$ cat config.mk
export PLATFORM = sky130hd
export DESIGN_NAME = bsg_cache_dma_to_simple_mem
export DESIGN_NICKNAME = d
export VERILOG_FILES = /design/src/rtl/bsg_cache_dma_to_simple_mem.sv
export SDC_FILE = /design/constraint.sdc
export NUM_CORES = 1
export LEC_CHECK = 0
export BUFFER_PORTS_ARGS = -buffer_cell sky130_fd_sc_hd__buf_4
export CAP_MARGIN = 20
export CORE_ASPECT_RATIO = 1.25
export CORE_MARGIN = 2
export CORE_UTILIZATION = 46
export CTS_BUF_LIST = sky130_fd_sc_hd__clkbuf_8
export DETAILED_ROUTE_END_ITERATION = 8
export PLACE_DENSITY = 0.83
export SLEW_MARGIN = 20
export SYNTH_ARGS = -nofsm -noshare
export SYNTH_HDL_FRONTEND = slang
export SYNTH_SLANG_ARGS = --single-unit
export TNS_END_PERCENT = 1
$ cat constraint.sdc
create_clock -name clk_i -period 2.75 [get_ports clk_i]
set_clock_uncertainty 0.15 [all_clocks]
set_input_delay 0.55 -clock clk_i [delete_from_list [all_inputs] [get_ports clk_i]]
set_output_delay 0.55 -clock clk_i [all_outputs]
set_load 0.005 [all_outputs]
$ cat src/rtl/bsg_cache_dma_to_simple_mem.sv
// Bridge from bsg_cache DMA packets to a single-word valid/ready memory port.
// One packet is serviced at a time; read responses are buffered and returned to the cache in order.
module bsg_cache_dma_to_simple_mem #(
    parameter int addr_width_p          = 32,
    parameter int data_width_p          = 32,
    parameter int block_size_in_words_p = 8,
    parameter int resp_fifo_els_p       = 2,
    parameter int mem_addr_width_p      = addr_width_p - $clog2(data_width_p >> 3)
) (
    input  logic                        clk_i,
    input  logic                        reset_i,
    input  logic [addr_width_p:0]       dma_pkt_i,
    input  logic                        dma_pkt_v_i,
    output logic                        dma_pkt_yumi_o,
    output logic [data_width_p-1:0]     dma_data_o,
    output logic                        dma_data_v_o,
    input  logic                        dma_data_ready_i,
    input  logic [data_width_p-1:0]     dma_data_i,
    input  logic                        dma_data_v_i,
    output logic                        dma_data_yumi_o,
    output logic                        mem_v_o,
    output logic                        mem_w_o,
    output logic [mem_addr_width_p-1:0] mem_addr_o,
    output logic [data_width_p-1:0]     mem_data_o,
    input  logic                        mem_ready_i,
    input  logic [data_width_p-1:0]     mem_data_i,
    input  logic                        mem_v_i
);
    localparam int ByteOffW = $clog2(data_width_p >> 3);
    localparam int CntW     = $clog2(block_size_in_words_p + 1);
    localparam int CredW    = $clog2(resp_fifo_els_p + 1);
    localparam int PtrW     = (resp_fifo_els_p > 1) ? $clog2(resp_fifo_els_p) : 1;

    localparam logic [CntW-1:0]             LastBeat   = CntW'(block_size_in_words_p - 1);
    localparam logic [CntW-1:0]             NumBeats   = CntW'(block_size_in_words_p);
    localparam logic [CntW-1:0]             CntOne     = CntW'(1);
    localparam logic [CredW-1:0]            NumCredits = CredW'(resp_fifo_els_p);
    localparam logic [CredW-1:0]            CredOne    = CredW'(1);
    localparam logic [PtrW-1:0]             LastPtr    = PtrW'(resp_fifo_els_p - 1);
    localparam logic [PtrW-1:0]             PtrOne     = PtrW'(1);
    localparam logic [mem_addr_width_p-1:0] BlockMask  = ~mem_addr_width_p'(block_size_in_words_p - 1);

    typedef enum logic [1:0] {IDLE, WRITE, READ} state_e;

    state_e                      r_state;
    logic [mem_addr_width_p-1:0] r_base;
    logic [CntW-1:0]             r_beat;
    logic [CntW-1:0]             r_delivered;
    logic [CredW-1:0]            r_outstanding;
    logic [CredW-1:0]            r_fifoCount;
    logic [PtrW-1:0]             r_rdPtr;
    logic [PtrW-1:0]             r_wrPtr;
    logic [data_width_p-1:0]     r_fifoMem [resp_fifo_els_p];

    logic [mem_addr_width_p-1:0] w_baseAddr;
    logic                        w_creditOk;
    logic                        w_memAccept;
    logic                        w_readAccept;
    logic                        w_fifoPush;
    logic                        w_fifoPop;
    logic                        w_fifoNonEmpty;

    generate
        if (ByteOffW > 0) begin : g_lowBits
            logic w_unusedLowBits;
            assign w_unusedLowBits = ^dma_pkt_i[ByteOffW-1:0];
        end
    endgenerate

    assign w_baseAddr     = dma_pkt_i[addr_width_p-1:ByteOffW] & BlockMask;
    assign w_creditOk     = (r_outstanding + r_fifoCount) < NumCredits;
    assign w_memAccept    = mem_v_o & mem_ready_i;
    assign w_readAccept   = w_memAccept & (r_state == READ);
    assign w_fifoPush     = mem_v_i & (r_state == READ) & (r_outstanding != '0);
    assign w_fifoNonEmpty = (r_fifoCount != '0);
    assign w_fifoPop      = w_fifoNonEmpty & dma_data_ready_i;
    assign dma_data_v_o   = w_fifoNonEmpty;
    assign dma_data_o     = w_fifoNonEmpty ? r_fifoMem[r_rdPtr] : '0;

    // The request holds once raised: only an accept adds to outstanding+occupancy, so credit never shrinks early.
    always_comb begin
        dma_pkt_yumi_o  = 1'b0;
        dma_data_yumi_o = 1'b0;
        mem_v_o         = 1'b0;
        mem_w_o         = 1'b0;
        mem_addr_o      = '0;
        mem_data_o      = '0;
        case (r_state)
            IDLE: dma_pkt_yumi_o = dma_pkt_v_i & ~reset_i;
            WRITE: begin
                mem_v_o         = dma_data_v_i;
                mem_w_o         = 1'b1;
                mem_addr_o      = r_base + mem_addr_width_p'(r_beat);
                mem_data_o      = dma_data_i;
                dma_data_yumi_o = dma_data_v_i & mem_ready_i;
            end
            READ: begin
                mem_v_o    = (r_beat < NumBeats) & w_creditOk;
                mem_addr_o = r_base + mem_addr_width_p'(r_beat);
            end
            default: ;
        endcase
    end

    always_ff @(posedge clk_i or posedge reset_i) begin
        if (reset_i) begin
            r_state       <= IDLE;
            r_base        <= '0;
            r_beat        <= '0;
            r_delivered   <= '0;
            r_outstanding <= '0;
            r_fifoCount   <= '0;
            r_rdPtr       <= '0;
            r_wrPtr       <= '0;
        end else begin
            case (r_state)
                IDLE: begin
                    if (dma_pkt_v_i) begin
                        r_base  <= w_baseAddr;
                        r_state <= dma_pkt_i[addr_width_p] ? WRITE : READ;
                    end
                end
                WRITE: begin
                    if (w_memAccept) begin
                        if (r_beat == LastBeat) begin
                            r_beat  <= '0;
                            r_state <= IDLE;
                        end else begin
                            r_beat <= r_beat + CntOne;
                        end
                    end
                end
                READ: begin
                    if (w_readAccept) r_beat <= r_beat + CntOne;
                    // Every issue and response is done once the last beat leaves the buffer.
                    if (w_fifoPop) begin
                        if (r_delivered == LastBeat) begin
                            r_delivered <= '0;
                            r_beat      <= '0;
                            r_state     <= IDLE;
                        end else begin
                            r_delivered <= r_delivered + CntOne;
                        end
                    end
                end
                default: r_state <= IDLE;
            endcase

            case ({w_readAccept, w_fifoPush})
                2'b10:   r_outstanding <= r_outstanding + CredOne;
                2'b01:   r_outstanding <= r_outstanding - CredOne;
                default: ;
            endcase
            case ({w_fifoPush, w_fifoPop})
                2'b10:   r_fifoCount <= r_fifoCount + CredOne;
                2'b01:   r_fifoCount <= r_fifoCount - CredOne;
                default: ;
            endcase
            if (w_fifoPush) r_wrPtr <= (r_wrPtr == LastPtr) ? '0 : r_wrPtr + PtrOne;
            if (w_fifoPop)  r_rdPtr <= (r_rdPtr == LastPtr) ? '0 : r_rdPtr + PtrOne;
        end
    end

    always_ff @(posedge clk_i) begin
        if (w_fifoPush) r_fifoMem[r_wrPtr] <= mem_data_i;
    end

    // A response with nothing outstanding is dropped; flag it so the environment bug is visible.
    assert property (@(posedge clk_i) disable iff (reset_i)
        mem_v_i |-> ((r_state == READ) && (r_outstanding != '0)));

endmodule

==> flow_summary.json <==
{
  "outcome": "finished, violations left",
  "violations": "setup timing",
  "route.vias.total": 4145,
  "worst_setup_path_end_kind": "output pin",
  "hold_buffers": 0,
  "hpwlAfterDp_um": 9349,
  "yosysTopAreaCell": "edfxtp_1",
  "cts_max_level": 3,
  "fmax_mhz": 333.2,
  "wirelength_um": 12380,
  "syn-cell-area_um2": 5380,
  "fin_crit_ns": 3.001,
  "start_kind": "flop",
  "die_w_um": 100.7,
  "grt_usage_pct": 19.66,
  "synth_cell_types": 46,
  "synth_area_leaders": "edfxtp_1 36%, dfrtp_1 20%, mux2i_1 6.7%",
  "die_y_um": 124.9,
  "drv_slew": 0,
  "syn_avg_cell_area_um2": 12.01,
  "cts_made_buffers": 9,
  "rsz0062_at_grt": "yes",
  "wire_per_inst_um": 15.50,
  "cts_root_buf": "clkbuf_8",
  "finalWorstSetupSlack_ns": -0.2512,
  "first_iter_violations": 144,
  "grt_antenna_before_repair": 0,
  "area_growth_pct": 37.86,
  "vias_per_cell": 5.188,
  "max-vdd-ir-drop_mv": 0.5270,
  "power_density_nw_per_um2": 941.5,
  "max_slew.worst_pin.slew_ns": 0.5606,
  "timing_worst_setup_path_type": "flop to output pin",
  "place_congestion": 0.9217,
  "slew_headroom_pct": 62.63,
  "top_usage_layer": "met2",
  "synthArstFlopShare_pct": 40.19,
  "min_path_type": "input pin to async pin",
  "core_um2": 11510,
  "ys_seq_area_share_pct": 55.72,
  "synth_top_area_share_pct": 35.72,
  "power_mw": 6.983,
  "use_met1_pct": 23.28,
  "globalRouteMet2Util_pct": 34.55,
  "cts_num_sinks": 107,
  "drive_gt1_share_pct": 44.18,
  "hold_violations": 0,
  "die-area_um2": 12580,
  "grt_overflow": 0,
  "clk_latency_ns": 0.35,
  "grt_max_degree": 44,
  "max-clock-path-buffers": 2,
  "nets": 769,
  "maxCapViolCount": 0,
  "portBuffers": 197,
  "start_util_pct": 46.76,
  "grt_pass1_vias": 4264,
  "cts_tree": "done",
  "grtUsageMet3_pct": 5.219,
  "cp_data_arrival_time_ns": 2.30,
  "synth_edf_count": 64,
  "dp_slack_ns": 0.05847,
  "synthCells": 448,
  "setup_viol": 12,
  "synth_nets": 561,
  "worst-path-max-fanout": 4,
  "ant_nets": 0,
  "synth-main-ff-cell": "edfxtp_1",
  "drc": 0,
  "p_leak_nw": 3.256,
  "clkTransAtPathRegs_ns": 0.11,
  "antenna_cells": 0,
  "critical_path_required_ns": 2.05,
  "ys_ff_latch": 107,
  "grt_pass1_wl_um": 19880,
  "dr.pass1.iters": 4,
  "yosysWarnings": 0,
  "fillCellCount": 884,
  "pin_count": 203,
  "placementRows": 44,
  "period_share_pct": 109.1
}
[logic make-up (layout without fill, tap and decap cells)]
kind of cell | after synthesis | count (layout) | synth area share (%)
and+or+nand+nor | 172 | 172 | 17.23
DFF | 107 | 107 | 55.72
xor gates and xnor gates | 24 | 24 | 3.907
buffers and inverters | 32 | 245 | 2.977
muxes | 66 | 66 | 12.98
adders and majority gates | 9 | 9 | 2.093
AOI/OAI and AO/OA | 38 | 38 | 5.093
[stage by stage]
| stage | hold WS (ns) | std cells | area, um^2 | util [%] | setup TNS (ns) |
|---|---|---|---|---|---|
| after floorplan | 0.3283 | 448 | 5383 | - | 0 |
| after global placement | 0.3422 | 779 | 7052 | 61.29 | 0 |
| after detailed placement | 0.3506 | 779 | 7052 | 61.29 | 0 |
| after CTS | 0.1674 | 798 | 7370 | 64.05 | -1.471 |
| after global routing | 0.1859 | 799 | 7417 | 64.46 | -2.908 |
| final | 0.1690 | 799 | 7417 | 64.46 | -1.204 |
[cell type report]
| cell class | count | area (um^2) | area share [%] |
|---|---|---|---|
| clock inverter | 7 | 82.58 | 1.113 |
| timing repair buffer | 216 | 1634 | 22.03 |
| sequential | 107 | 3000 | 40.45 |
| tap | 138 | 172.7 | 2.328 |
| inverter | 13 | 48.80 | 0.6579 |
| multi-input combinational | 309 | 2355 | 31.75 |
| clock buffer | 9 | 123.9 | 1.670 |
[cells in the mapped netlist, types with 2 or more instances]
cell	count
edfxtp_1	64
nor2_1	57
dfrtp_1	43
and2_1	38
mux2i_1	36
mux2_2	30
nand2_1	21
clkbuf_1	17
inv_1	13
nand3_1	13
xnor2_1	13
a21oi_1	11
xor2_1	11
and3_1	9
ha_1	9
o21ai_0	7
o31ai_1	7
nand2b_1	5
or3_1	5
or4_1	5
nand4_1	4
and4_1	3
a32o_1	2
and2_2	2
o211ai_1	2
[placed cells by master (no fill, tap or decap), types with 2 or more instances in the layout]
cell / instances
buf_4: 215
edfxtp_1: 64
nor2_1: 55
dfrtp_1: 41
and2_1: 38
mux2i_1: 36
mux2_2: 30
nand2_1: 21
xnor2_1: 13
inv_1: 13
xor2_1: 11
nand3_1: 10
a21oi_1: 10
clkbuf_8: 9
o31ai_1: 7
ha_1: 6
and3_1: 5
o21ai_0: 5
nand2b_1: 5
and3_4: 4
or4_1: 4
nand4_1: 4
or3_1: 4
and4_4: 3
ha_4: 3
nor2_2: 2
and2_2: 2
a32o_1: 2
o211ai_1: 2
nand4_4: 2
nand3_2: 2
inv_8: 2
dfrtp_2: 2
[final timing paths]
path	startpoint	to	slack, ns	cells after the start
min in group clk_i	mem_data_i[27]	r_fifoMem[1][27]	0.22	1
max reg2reg	r_beat[3]	r_outstanding[1]	0.44	7
max in group asynchronous	reset_i	r_rdPtr	1.86	3
max	r_base[3]	mem_addr_o[27]	-0.25	8
min reg2reg	r_wrPtr	r_wrPtr	0.36	1
min	reset_i	r_base[6]	0.17	3
[state kept, by name, indices dropped and copies added, names as in the netlist]
signal         count
r_beat             4
r_rdPtr            1
r_outstanding      2
r_fifoCount        2
r_delivered        4
r_state            2
r_fifoMem         64
r_base            27
r_wrPtr            1
[repair_timing]
item / 4_1_cts / 5_1_grt
endpoints found under the setup margin: 17 / 17
pin swaps: 6 / 5
buffers inserted: 3 / 1
resized for setup: 20 / 10
[per-layer routing]
layer / vias to the layer above / routed length (um)
met3: 19 / 954
met4: 0 / 161
met1: 1950 / 4764
met2: 165 / 6504
met5: - / 0
li1: 2011 / -
[power breakdown]
| group | switching (mW) | internal, mW | leakage, nW | total (mW) |
|---|---|---|---|---|
| Clock | 0.535 | 0.437 | 0.104 | 0.972 |
| Combinational | 1.64 | 1.87 | 2.06 | 3.51 |
| Sequential | 0.384 | 2.11 | 1.09 | 2.50 |
[critical path, stage by stage (launching register included)]
cell and delay (ns):
dfrtp_1 0.41, ha_4 0.18, ha_4 0.14, and3_4 0.20
nand4_1 0.16, or2_1 0.28, or3_4 0.33, a21oi_2 0.12
buf_4 0.11
No activity file was read; power rests on OpenSTA's default activity.
